--- src/rtl/rs_station.sv ---
// Reservation station: age-ordered compacting array of renamed instructions that
// snoops the CDB for pending operands and dispatches the oldest ready entry.
module rs_station #(
    parameter int DEPTH  = 4,
    parameter int TAG_W  = 5,
    parameter int DATA_W = 32,
    parameter int OP_W   = 4
) (
    input  logic                       clk,
    input  logic                       reset,
    input  logic                       flush,
    input  logic                       iss_valid,
    output logic                       iss_ready,
    input  logic [OP_W-1:0]            iss_op,
    input  logic [TAG_W-1:0]           iss_dest,
    input  logic [DATA_W-1:0]          iss_vj,
    input  logic [DATA_W-1:0]          iss_vk,
    input  logic [TAG_W-1:0]           iss_qj,
    input  logic [TAG_W-1:0]           iss_qk,
    input  logic                       iss_j_pend,
    input  logic                       iss_k_pend,
    input  logic                       cdb_valid,
    input  logic [TAG_W-1:0]           cdb_tag,
    input  logic [DATA_W-1:0]          cdb_value,
    output logic                       disp_valid,
    input  logic                       disp_ready,
    output logic [OP_W-1:0]            disp_op,
    output logic [DATA_W-1:0]          disp_vj,
    output logic [DATA_W-1:0]          disp_vk,
    output logic [TAG_W-1:0]           disp_dest,
    output logic [$clog2(DEPTH+1)-1:0] count
);

    localparam int CW = $clog2(DEPTH + 1);
    localparam int IW = $clog2(DEPTH);

    logic [DEPTH-1:0]  r_busy;
    logic [DEPTH-1:0]  r_jPend;
    logic [DEPTH-1:0]  r_kPend;
    logic [OP_W-1:0]   r_op   [DEPTH];
    logic [TAG_W-1:0]  r_dest [DEPTH];
    logic [DATA_W-1:0] r_vj   [DEPTH];
    logic [DATA_W-1:0] r_vk   [DEPTH];
    logic [TAG_W-1:0]  r_qj   [DEPTH];
    logic [TAG_W-1:0]  r_qk   [DEPTH];
    logic [CW-1:0]     r_count;

    logic [DEPTH-1:0]  w_ready;
    logic              w_found;
    logic [IW-1:0]     w_sel;
    logic              w_dispFire;
    logic              w_issFire;
    logic [CW-1:0]     w_wrIdx;
    logic [CW-1:0]     w_nCount;
    logic              w_issJPend;
    logic              w_issKPend;
    logic [DATA_W-1:0] w_issVj;
    logic [DATA_W-1:0] w_issVk;

    logic [DEPTH-1:0]  w_nBusy;
    logic [DEPTH-1:0]  w_nJPend;
    logic [DEPTH-1:0]  w_nKPend;
    logic [OP_W-1:0]   w_nOp   [DEPTH];
    logic [TAG_W-1:0]  w_nDest [DEPTH];
    logic [DATA_W-1:0] w_nVj   [DEPTH];
    logic [DATA_W-1:0] w_nVk   [DEPTH];
    logic [TAG_W-1:0]  w_nQj   [DEPTH];
    logic [TAG_W-1:0]  w_nQk   [DEPTH];

    assign w_ready = r_busy & ~r_jPend & ~r_kPend;

    always_comb begin
        w_found = 1'b0;
        w_sel   = '0;
        for (int i = DEPTH - 1; i >= 0; i--) begin
            if (w_ready[i]) begin
                w_found = 1'b1;
                w_sel   = IW'(i);
            end
        end
    end

    assign disp_valid = w_found;
    assign disp_op    = w_found ? r_op[w_sel]   : '0;
    assign disp_vj    = w_found ? r_vj[w_sel]   : '0;
    assign disp_vk    = w_found ? r_vk[w_sel]   : '0;
    assign disp_dest  = w_found ? r_dest[w_sel] : '0;

    assign iss_ready  = (r_count < CW'(DEPTH));
    assign count      = r_count;
    assign w_dispFire = w_found && disp_ready && !flush;
    assign w_issFire  = iss_valid && iss_ready && !flush;
    assign w_wrIdx    = w_dispFire ? (r_count - CW'(1)) : r_count;
    assign w_nCount   = r_count + CW'(w_issFire) - CW'(w_dispFire);

    // An operand broadcast during the issue cycle must be caught here or it is lost.
    assign w_issJPend = iss_j_pend && !(cdb_valid && (cdb_tag == iss_qj));
    assign w_issKPend = iss_k_pend && !(cdb_valid && (cdb_tag == iss_qk));
    assign w_issVj    = (iss_j_pend && cdb_valid && (cdb_tag == iss_qj)) ? cdb_value : iss_vj;
    assign w_issVk    = (iss_k_pend && cdb_valid && (cdb_tag == iss_qk)) ? cdb_value : iss_vk;

    // Shift out the dispatched entry, then capture the CDB at post-shift positions, then append.
    always_comb begin
        w_nBusy  = r_busy;
        w_nJPend = r_jPend;
        w_nKPend = r_kPend;
        for (int i = 0; i < DEPTH; i++) begin
            w_nOp[i]   = r_op[i];
            w_nDest[i] = r_dest[i];
            w_nVj[i]   = r_vj[i];
            w_nVk[i]   = r_vk[i];
            w_nQj[i]   = r_qj[i];
            w_nQk[i]   = r_qk[i];
        end
        for (int i = 0; i < DEPTH - 1; i++) begin
            if (w_dispFire && (i >= int'(w_sel))) begin
                w_nBusy[i]  = r_busy[i+1];
                w_nJPend[i] = r_jPend[i+1];
                w_nKPend[i] = r_kPend[i+1];
                w_nOp[i]    = r_op[i+1];
                w_nDest[i]  = r_dest[i+1];
                w_nVj[i]    = r_vj[i+1];
                w_nVk[i]    = r_vk[i+1];
                w_nQj[i]    = r_qj[i+1];
                w_nQk[i]    = r_qk[i+1];
            end
        end
        if (w_dispFire) begin
            w_nBusy[DEPTH-1] = 1'b0;
        end
        for (int i = 0; i < DEPTH; i++) begin
            if (cdb_valid && w_nBusy[i] && w_nJPend[i] && (w_nQj[i] == cdb_tag)) begin
                w_nVj[i]    = cdb_value;
                w_nJPend[i] = 1'b0;
            end
            if (cdb_valid && w_nBusy[i] && w_nKPend[i] && (w_nQk[i] == cdb_tag)) begin
                w_nVk[i]    = cdb_value;
                w_nKPend[i] = 1'b0;
            end
        end
        for (int i = 0; i < DEPTH; i++) begin
            if (w_issFire && (i == int'(w_wrIdx))) begin
                w_nBusy[i]  = 1'b1;
                w_nJPend[i] = w_issJPend;
                w_nKPend[i] = w_issKPend;
                w_nOp[i]    = iss_op;
                w_nDest[i]  = iss_dest;
                w_nVj[i]    = w_issVj;
                w_nVk[i]    = w_issVk;
                w_nQj[i]    = iss_qj;
                w_nQk[i]    = iss_qk;
            end
        end
    end

    always_ff @(posedge clk or posedge reset) begin
        if (reset) begin
            r_count <= '0;
            r_busy  <= '0;
            r_jPend <= '0;
            r_kPend <= '0;
        end else if (flush) begin
            r_count <= '0;
            r_busy  <= '0;
            r_jPend <= '0;
            r_kPend <= '0;
        end else begin
            r_count <= w_nCount;
            r_busy  <= w_nBusy;
            r_jPend <= w_nJPend;
            r_kPend <= w_nKPend;
        end
    end

    // Payload fields are only meaningful while busy, so they need no reset.
    always_ff @(posedge clk) begin
        for (int i = 0; i < DEPTH; i++) begin
            r_op[i]   <= w_nOp[i];
            r_dest[i] <= w_nDest[i];
            r_vj[i]   <= w_nVj[i];
            r_vk[i]   <= w_nVk[i];
            r_qj[i]   <= w_nQj[i];
            r_qk[i]   <= w_nQk[i];
        end
    end

endmodule
--- config.mk ---
export PLATFORM = sky130hd
export DESIGN_NAME = rs_station
export DESIGN_NICKNAME = d
export VERILOG_FILES = /design/src/rtl/rs_station.sv
export SDC_FILE = /design/constraint.sdc
export NUM_CORES = 1
export LEC_CHECK = 0
export BUFFER_PORTS_ARGS = -buffer_cell sky130_fd_sc_hd__buf_2
export CAP_MARGIN = 20
export CORE_MARGIN = 3
export CORE_UTILIZATION = 42
export CTS_BUF_LIST = sky130_fd_sc_hd__clkbuf_4 sky130_fd_sc_hd__clkbuf_8
export CTS_CLUSTER_DIAMETER = 100
export DETAILED_ROUTE_END_ITERATION = 10
export GPL_ROUTABILITY_DRIVEN = 0
export HOLD_SLACK_MARGIN = 0.12
export PLACE_DENSITY_LB_ADDON = 0.1
export SLEW_MARGIN = 20
export SYNTH_ARGS = -nofsm -noshare
export SYNTH_HDL_FRONTEND = slang
export SYNTH_SLANG_ARGS = --single-unit
--- constraint.sdc ---
create_clock -name clk -period 3.8 [get_ports clk]
set_clock_uncertainty 0.05 [all_clocks]
set_input_delay 0.19 -clock clk [delete_from_list [all_inputs] [get_ports clk]]
set_output_delay 0.19 -clock clk [all_outputs]
set_load 0.1 [all_outputs]
==> results of run 1 <==
-- worst max-delay path, delay by kind of cell, from the launching register on --
| family | cells | cell delay [ns] |
|---|---|---|
| multiplexers | 1 | 0.23 |
| flip-flops | 1 | 0.46 |
| AND/OR/NAND/NOR | 3 | 0.91 |
| AO/OA/AOI/OAI | 1 | 0.29 |
| buffers and inverters | 2 | 0.83 |
-- registers in the layout, indices dropped and copies added, names as in the netlist --
signal and flops:
count 3, r_busy 4, r_dest 20, r_jPend 4, r_kPend 4, r_op 16
r_qj 20, r_qk 20, r_vj 128, r_vk 128
-- power groups by stage --
| stage | clock [mW] | sequential (mW) | combinational [mW] |
|---|---|---|---|
| after floorplan | 0 | 5.19 | 3.43 |
| after global placement | 0 | 5.22 | 4.63 |
| after detailed placement | 0 | 5.22 | 4.67 |
| after CTS | 3.70 | 5.15 | 4.84 |
| after global routing | 3.86 | 5.21 | 5.13 |
| final | 3.64 | 5.16 | 4.87 |
-- cell families (layout without fill, tap and decap cells) --
group                      Yosys count  count (layout)  synth area share (%)
muxes                              152             152                  12.7
AOI/OAI and AO/OA                  437             437                  16.2
and+or+nand+nor                    550             550                  13.5
xor gates and xnor gates            39              39                  1.73
buffers and inverters              219             635                  4.76
other                                0               4                     0
DFF                                347             347                  50.8
adders and majority gates            4               4                 0.291
-- stage by stage --
step | cells | hold slack (ns)
2_1_floorplan | 1748 | 0.0414
3_3_place_gp | 2458 | 0.261
3_5_place_dp | 2458 | 0.253
4_1_cts | 2762 | 0.161
5_1_grt | 2766 | 0.185
6_report | 2768 | 0.153
-- cell usage after synthesis, drive strengths merged (30+ instances only) --
| master | instances |
|---|---|
| edfxtp | 302 |
| nand2 | 270 |
| a21oi | 165 |
| clkbuf | 95 |
| and2 | 77 |
| mux4 | 73 |
| o22ai | 73 |
| buf | 71 |
| o221a | 65 |
| a221o | 64 |
| mux2 | 64 |
| nor2 | 52 |
| inv | 50 |
| or3 | 37 |
| or2 | 36 |
| dfxtp | 30 |
-- layer usage --
layer | wire length, um | share of wire [%] | vias up
met5 | 21 | 0.029 | -
met4 | 1630 | 2.3 | 4
met3 | 6710 | 9.4 | 137
met2 | 33700 | 47 | 1048
met1 | 29300 | 41 | 8402
li1 | - | - | 7424
-- area by class of cell --
cell class	count	area (sq um)
Antenna cell	4	10.0
Clock buffer	87	1080
Clock inverter	30	171
Fill cell	4055	21100
Inverter	53	203
Multi-Input combinational cell	1182	8950
Sequential cell	347	10000
Tap cell	600	751
Timing Repair Buffer	465	3630
-- final timing paths --
check	end	slack, ns	startpoint	depth (start not counted)
setup / recovery	disp_vj[16]	0.15	r_kPend[1]	7
hold / removal	r_busy[3]	0.15	iss_valid	4
setup reg to reg	r_vk[3][13]	0.17	r_busy[2]	12
hold reg to reg	r_qj[0][2]	0.45	r_qj[0][2]	2
max in group asynchronous	count[2]	2.53	reset	4
min in group asynchronous	r_kPend[2]	0.69	reset	4
-- what timing repair did --
item | CTS | global route
setup endpoints to repair | 70 | 56
pin swaps | 0 | 1
gates resized for setup | 1 | 1
hold buffers | 186 | 0
endpoints found under the hold margin | 362 | 0
buffers inserted | 1 | 2
==> metrics.md, run 1 <==
| Metric | Value |
|---|---|
| Status | finished clean |
| Grt met3 use | 5.67% |
| DR pass1 iterations | 6 |
| Worst path cell trace | nor3b_4 -> nor2_2 -> o21ai_4 -> buf_4 -> mux4_2 -> and2_1 -> buf_2 |
| Placed Area | 21700 sq um |
| Final slew viol count | 0 |
| Sink Count | between 300 and 400 |
| Final hold violations | 0 |
| Synthesized net count | 1880 |
| Share of layout cells above drive strength 1 | about 29% |
| Kind of start point of the critical path | flip-flop |
| Final Core Density | 54.0% |
| Main flop type after synthesis | edfxtp_1 |
| Worst-skew pair later-pin latency | 0.66 ns |
| Worst path max stage delay | 0.54 ns |
| Final WL | a little over 70000 um |
| I/O Buffers | 205 |
| CTS tree | built |
| Psw | about 5.4 mW |
| Total Power | 13.7 mW |
| Switching Fraction | between 30% and 40% |
| Arrival @ worst endpoint | approximately 3.4 ns |
| Post-synth cell types | 79 |
| Worst VDD drop | 388 uV |
| Seq cells post-synth | 347 |
| Overall routing resource usage | 27.9% |
| Worst-path fanout max | 14 |
| Number of global-route vias before repair | 16.6k |
| Drt first-iter violations | ~2.0k |
| Remaining DRCs | 0 |
| Max Cap Viol | 0 |
| Most common cell after layout, fill and taps aside | edfxtp_1 |
| Final setup viols | 0 |
| # rows | 78 |
| Mapped Cells | between 1.5k and 2k |
| CTS clk-pin slew, worst paths | 0.06 ns |
| Crit share post-route | ~96% |
| Post-Synthesis Cell Area | 19800 sq um |
| Die H | approximately 220 um |
| CP endpoint kind | output pin |
| Post-DR vias/cell | 6.15 |
| Design Area, Final | 24800 sq um |
| Seq/Total Area, Yosys | about half |
| Post-synth EDFFs | 302 |
| Initial antenna violation count | 4 |
| Die W | 223 um |
| Largest net degree at the start of global routing | 45 |
| Leading area contributor after synthesis | edfxtp_1 |
| Slew HR | 33.5% |
| Synth area leaders | edfxtp_1 46%, mux4_2 8.3%, nand2_1 5.1%, a21oi_1 4.2%, o221a_2 3.5% |
| Comb pwr share | 35.6% |
| Clk pwr share | 26.6% |
| Remaining global-route overflow | 0 |
| Fin nets | around 2.2k |
| Post-route ant nets | 0 |
| Critical path's slowest cell | nor3b_4 |
| Met2 Usage GRT | around 45% |
| Initial core utilization | between 40% and 50% |
| Synth warn | 0 |
| Power density cells | 550 nW/um^2 |
| Most frequent cells in the layout | 302 x edfxtp_1, 263 x nand2_1, 205 x buf_2 |
| Ports | between 200 and 250 |
| Pleak | 9.55 nW |
| Root Buffer | clkbuf_8 |
| Routed length per instance | 25.8 um |
| Worst EP required | between 3 and 4 ns |
| Slew @ Worst Pin | 0.998 ns |
| Syn avg cell area | 11.3 sq um |
| Core area | approximately 46000 sq um |
| Max frequency | 274 MHz |
| RSZ-0062 raised after global routing | no |
| DP HPWL | 44600 um |
| Num CTS Buffers | 67 |
| Hold Crit Class | in -> reg |
| Clk buf depth | 3 |
| CTS H-Tree Depth | 3 |
| Die ar. | 49800 sq um |
| Min Clock Period, post-route | 3.65 ns |
| Dpl ws | 0.452 ns |
| Setup CP Type | reg -> out |
| Met1 usage | 38.3% |
| P&R area growth vs syn | 25.5% |
| Final setup margin | about 0.15 ns |
| Setup TNS | 0 ns |
| Seq pwr share | 37.8% |
| Global-route wire length before repair | 106000 um |
| Post-synth top area share | 45.8% |
| GR peak layer | met2 |
| Vias | 17.0k |
| Internal power | 8.28 mW |
| Asr flop ratio synth | 4.32% |
Power figures use the tool's default switching activity.
==> inputs of run 2 (changes only) <==
- ABC_AREA: default -> 1
==> run 2 against run 1 <==
Against the previous run:
- register-to-register slack improved by 0.35 ns
- global-route usage increased by 2.5 points
- wire length increased by 18%
- non-clock buffer count decreased by 31
- sequential share of layout area decreased by 3.4 points
- worst setup slack got worse by 0.025 ns
==> metrics.md, run 2 <==
| Metric | Value |
|---|---|
| Asr flop ratio synth | 4.32% (unchanged) |
| R2r setup slk | 0.52 ns (+0.35 ns) |
| FF-to-FF path depth | 15 (+3) |
| Sink Count | 347 (unchanged) |
| Comb pwr share | 42.6% (+7.0 points) |
| Min Clock Period, post-route | 3.67 ns (+0.0252 ns) |
| Layout fillers | 4855 (+20%) |
| P&R area growth vs syn | 24.3% |
| # diodes | 0 (-4) |
| Remaining global-route overflow | 0 (unchanged) |
| Final WL | 84000 um (+18%) |
| Global-route wire length before repair | 128000 um (+20%) |
| Setup Buffers After CTS | 0 (-1) |
| Synthesized net count | 3109 (+65%) |
| Fin nets | 3402 (+51%) |
| I/O Buffers | 205 (unchanged) |
| Initial core utilization | 43.0% (-0.045 points) |
| Largest net degree at the start of global routing | 105 (+130%) |
| Clk buf depth | 3 (unchanged) |
| Final slew viol count | 0 (unchanged) |
| Clk pwr share | 24.2% (-2.4 points) |
| Vias | 22.5k (+32%) |
| Count leader, synth | nand2_1 |
| Power density cells | 568 nW/um^2 (+3.1%) |
| Psw | 6.71 mW (+24%) |
| Hold Crit Class | in -> reg |
| Die H | 234 um (+4.8%) |
| Crit share post-route | 96.6% (+0.66 points) |
| Leading area contributor after synthesis | edfxtp_1 |
| Overall routing resource usage | 30.4% (+2.5 points) |
| CTS H-Tree Depth | 3 (unchanged) |
| Final hold violations | 0 (unchanged) |
| Post-Synthesis Cell Area | 21800 sq um (+10%) |
| Share of layout cells above drive strength 1 | 13.3% (-15 points) |
| Top post-synthesis cells by count | 1047 x nand2_1, 391 x nand3_1, 324 x inv_1, 302 x edfxtp_1, 225 x o21ai_0 |
| Worst-skew pair later-pin latency | 0.63 ns (-0.03 ns) |
| Remaining DRCs | 0 (unchanged) |
| Mapped Cells | 2977 (+70%) |
| Number of global-route vias before repair | 21.9k (+32%) |
| Num CTS Buffers | 66 (-1.5%) |
| Post-synth top area share | 41.6% (-4.2 points) |
| Max frequency | 272 MHz (-0.69%) |
| CP Capture Point | disp_vj[21] |
| Slew HR | 25.8% (-7.7 points) |
| Total Power | 15.4 mW (+13%) |
| Synth area leaders | edfxtp_1 42%, nand2_1 18%, nand3_1 9.0%, inv_1 5.6%, o21ai_0 5.2% |
| Die ar. | 54700 sq um (+9.9%) |
| Arrival @ worst endpoint | 3.43 ns (+0.02 ns) |
| Seq cells post-synth | 347 (unchanged) |
| Kind of start point of the critical path | flip-flop |
| Final setup viols | 0 (unchanged) |
| Seq/Total Area, Yosys | 46.1% (-4.7 points) |
| Setup TNS | 0 ns (unchanged) |
| Most frequent cells in the layout | 1043 x nand2_1, 390 x nand3_1, 320 x inv_1 |
| Drt first-iter violations | 2824 (+41%) |
| Synth warn | 0 (unchanged) |
| Internal power | 8.67 mW (+4.7%) |
| Post-synth cell types | 44 (-44%) |
| CTS clk-pin slew, worst paths | 0.06 ns (about the same) |
| Worst EP required | 3.56 ns (about the same) |
| Worst VDD drop | 487 uV (+25%) |
| Die W | 234 um (+4.8%) |
| Most common cell after layout, fill and taps aside | nand2_1 |
| Crit path from | r_kPend[0] |
| Seq pwr share | 33.2% (-4.6 points) |
| Slew @ Worst Pin | 1.11 ns (+0.115 ns) |
| DR pass1 iterations | 8 (+2) |
| Post-route ant nets | 0 (unchanged) |
| Status | finished clean |
| Worst r2r src | r_busy[3] |
| Routed length per instance | 21.1 um (-18%) |
| RSZ-0062 raised after global routing | no |
| CTS tree | built |
| # rows | 82 (+5.1%) |
| Pleak | 12.3 nW (+29%) |
| Post-DR vias/cell | 5.64 (-8.3%) |
| Root Buffer | clkbuf_8 |
| DP HPWL | 52700 um (+18%) |
| Setup CP Type | reg -> out |
| Reg2reg end | r_vj[3][27] |
| CP endpoint kind | output pin |
| Max Cap Viol | 0 (unchanged) |
| Ports | 206 (unchanged) |
| Switching Fraction | 43.6% (+4.2 points) |
| Core area | 50700 sq um (+10%) |
| Initial antenna violation count | 0 (-4) |
| Main flop type after synthesis | edfxtp_1 |
| Largest regs | r_vj (128), r_vk (128) |
| Post-synth EDFFs | 302 (unchanged) |
| Worst-path fanout max | 29 (+15) |
| Syn avg cell area | 7.32 sq um (-35%) |
==> run 2: kinds of logic (layout without fill, tap and decap cells) <==
group | after synthesis | after routing | synth area share (%)
simple gates | 1602 | 1602 | 31.4
buf+inv | 543 | 886 | 9.95
compound gates | 469 | 469 | 11.7
flops | 347 | 347 | 46.1
xor+xnor | 12 | 12 | 0.568
fa+ha+maj | 4 | 4 | 0.264
==> run 2: layer usage <==
layer  vias to the layer above  track usage (%)  part of all wire, %
li1                      10500                -                    -
met1                     10400             41.0                   41
met2                      1393             47.0                   45
met3                       232             6.27                   10
met4                         0             14.1                  4.0
met5                         -                0                    0
==> run 2: how the worst min path moves through the flow <==
stage | start | end | slack [ns] | depth (start not counted)
2_1_floorplan | reset | count[0] | 0.04 | 1
3_3_place_gp | reset | count[0] | 0.23 | 2
3_5_place_dp | reset | count[0] | 0.26 | 2
4_1_cts | iss_vj[28] | r_vj[3][28] | 0.13 | 5
5_1_grt | iss_vj[28] | r_vj[3][28] | 0.22 | 5
6_report | iss_vj[28] | r_vj[3][28] | 0.20 | 5
==> run 2: worst max-delay path: stages, from the launching register on <==
cell and delay (ns):
dfrtp_1 0.38, nor2_2 0.12, nand2_2 0.16, nand2_2 0.16, buf_4 0.18, nor2_2 0.08, inv_4 0.34, buf_4 0.36
o211ai_1 0.13, a21oi_1 0.34, buf_2 0.52
==> run 2: power groups by stage <==
stage / sequential (mW) / clock (mW) / combinational (mW)
floorplan: 5.21 / 0 / 4.13
global placement: 5.16 / 0 / 6.25
detailed placement: 5.17 / 0 / 6.31
CTS: 5.10 / 3.79 / 6.45
global route: 5.15 / 3.95 / 6.93
finish: 5.11 / 3.73 / 6.55
==> run 2: final cells by class <==
class	instances	area [sq um]	area share (%)
repair buffers	434	4030	14.9
multi-input cells	2087	9640	35.6
inverters	334	1270	4.68
clock inverters	22	124	0.457
well taps	672	841	3.10
clock buffers	96	1160	4.28
flip-flops and latches	347	10000	37.1
==> run 2: what timing repair did <==
| item | in CTS | in global routing |
|---|---|---|
| hold endpoints to repair | 360 | 0 |
| setup endpoints to repair | 0 | 3 |
| hold buffers | 153 | 0 |
| gates resized for setup | 0 | 1 |
==> run 2: metrics by stage <==
stage          std cells  worst slack [ns]  hold slack [ns]  utilization (%)  cell area (sq um)
2_1_floorplan       2977             0.180           0.0414                -              21800
3_3_place_gp        3721             0.740            0.229             47.9              24300
3_5_place_dp        3721             0.683            0.259             47.9              24300
4_1_cts             3992            0.0951            0.127             53.5              27100
5_1_grt             3992            0.0483            0.223             53.5              27100
6_report            3992             0.129            0.204             53.5              27100
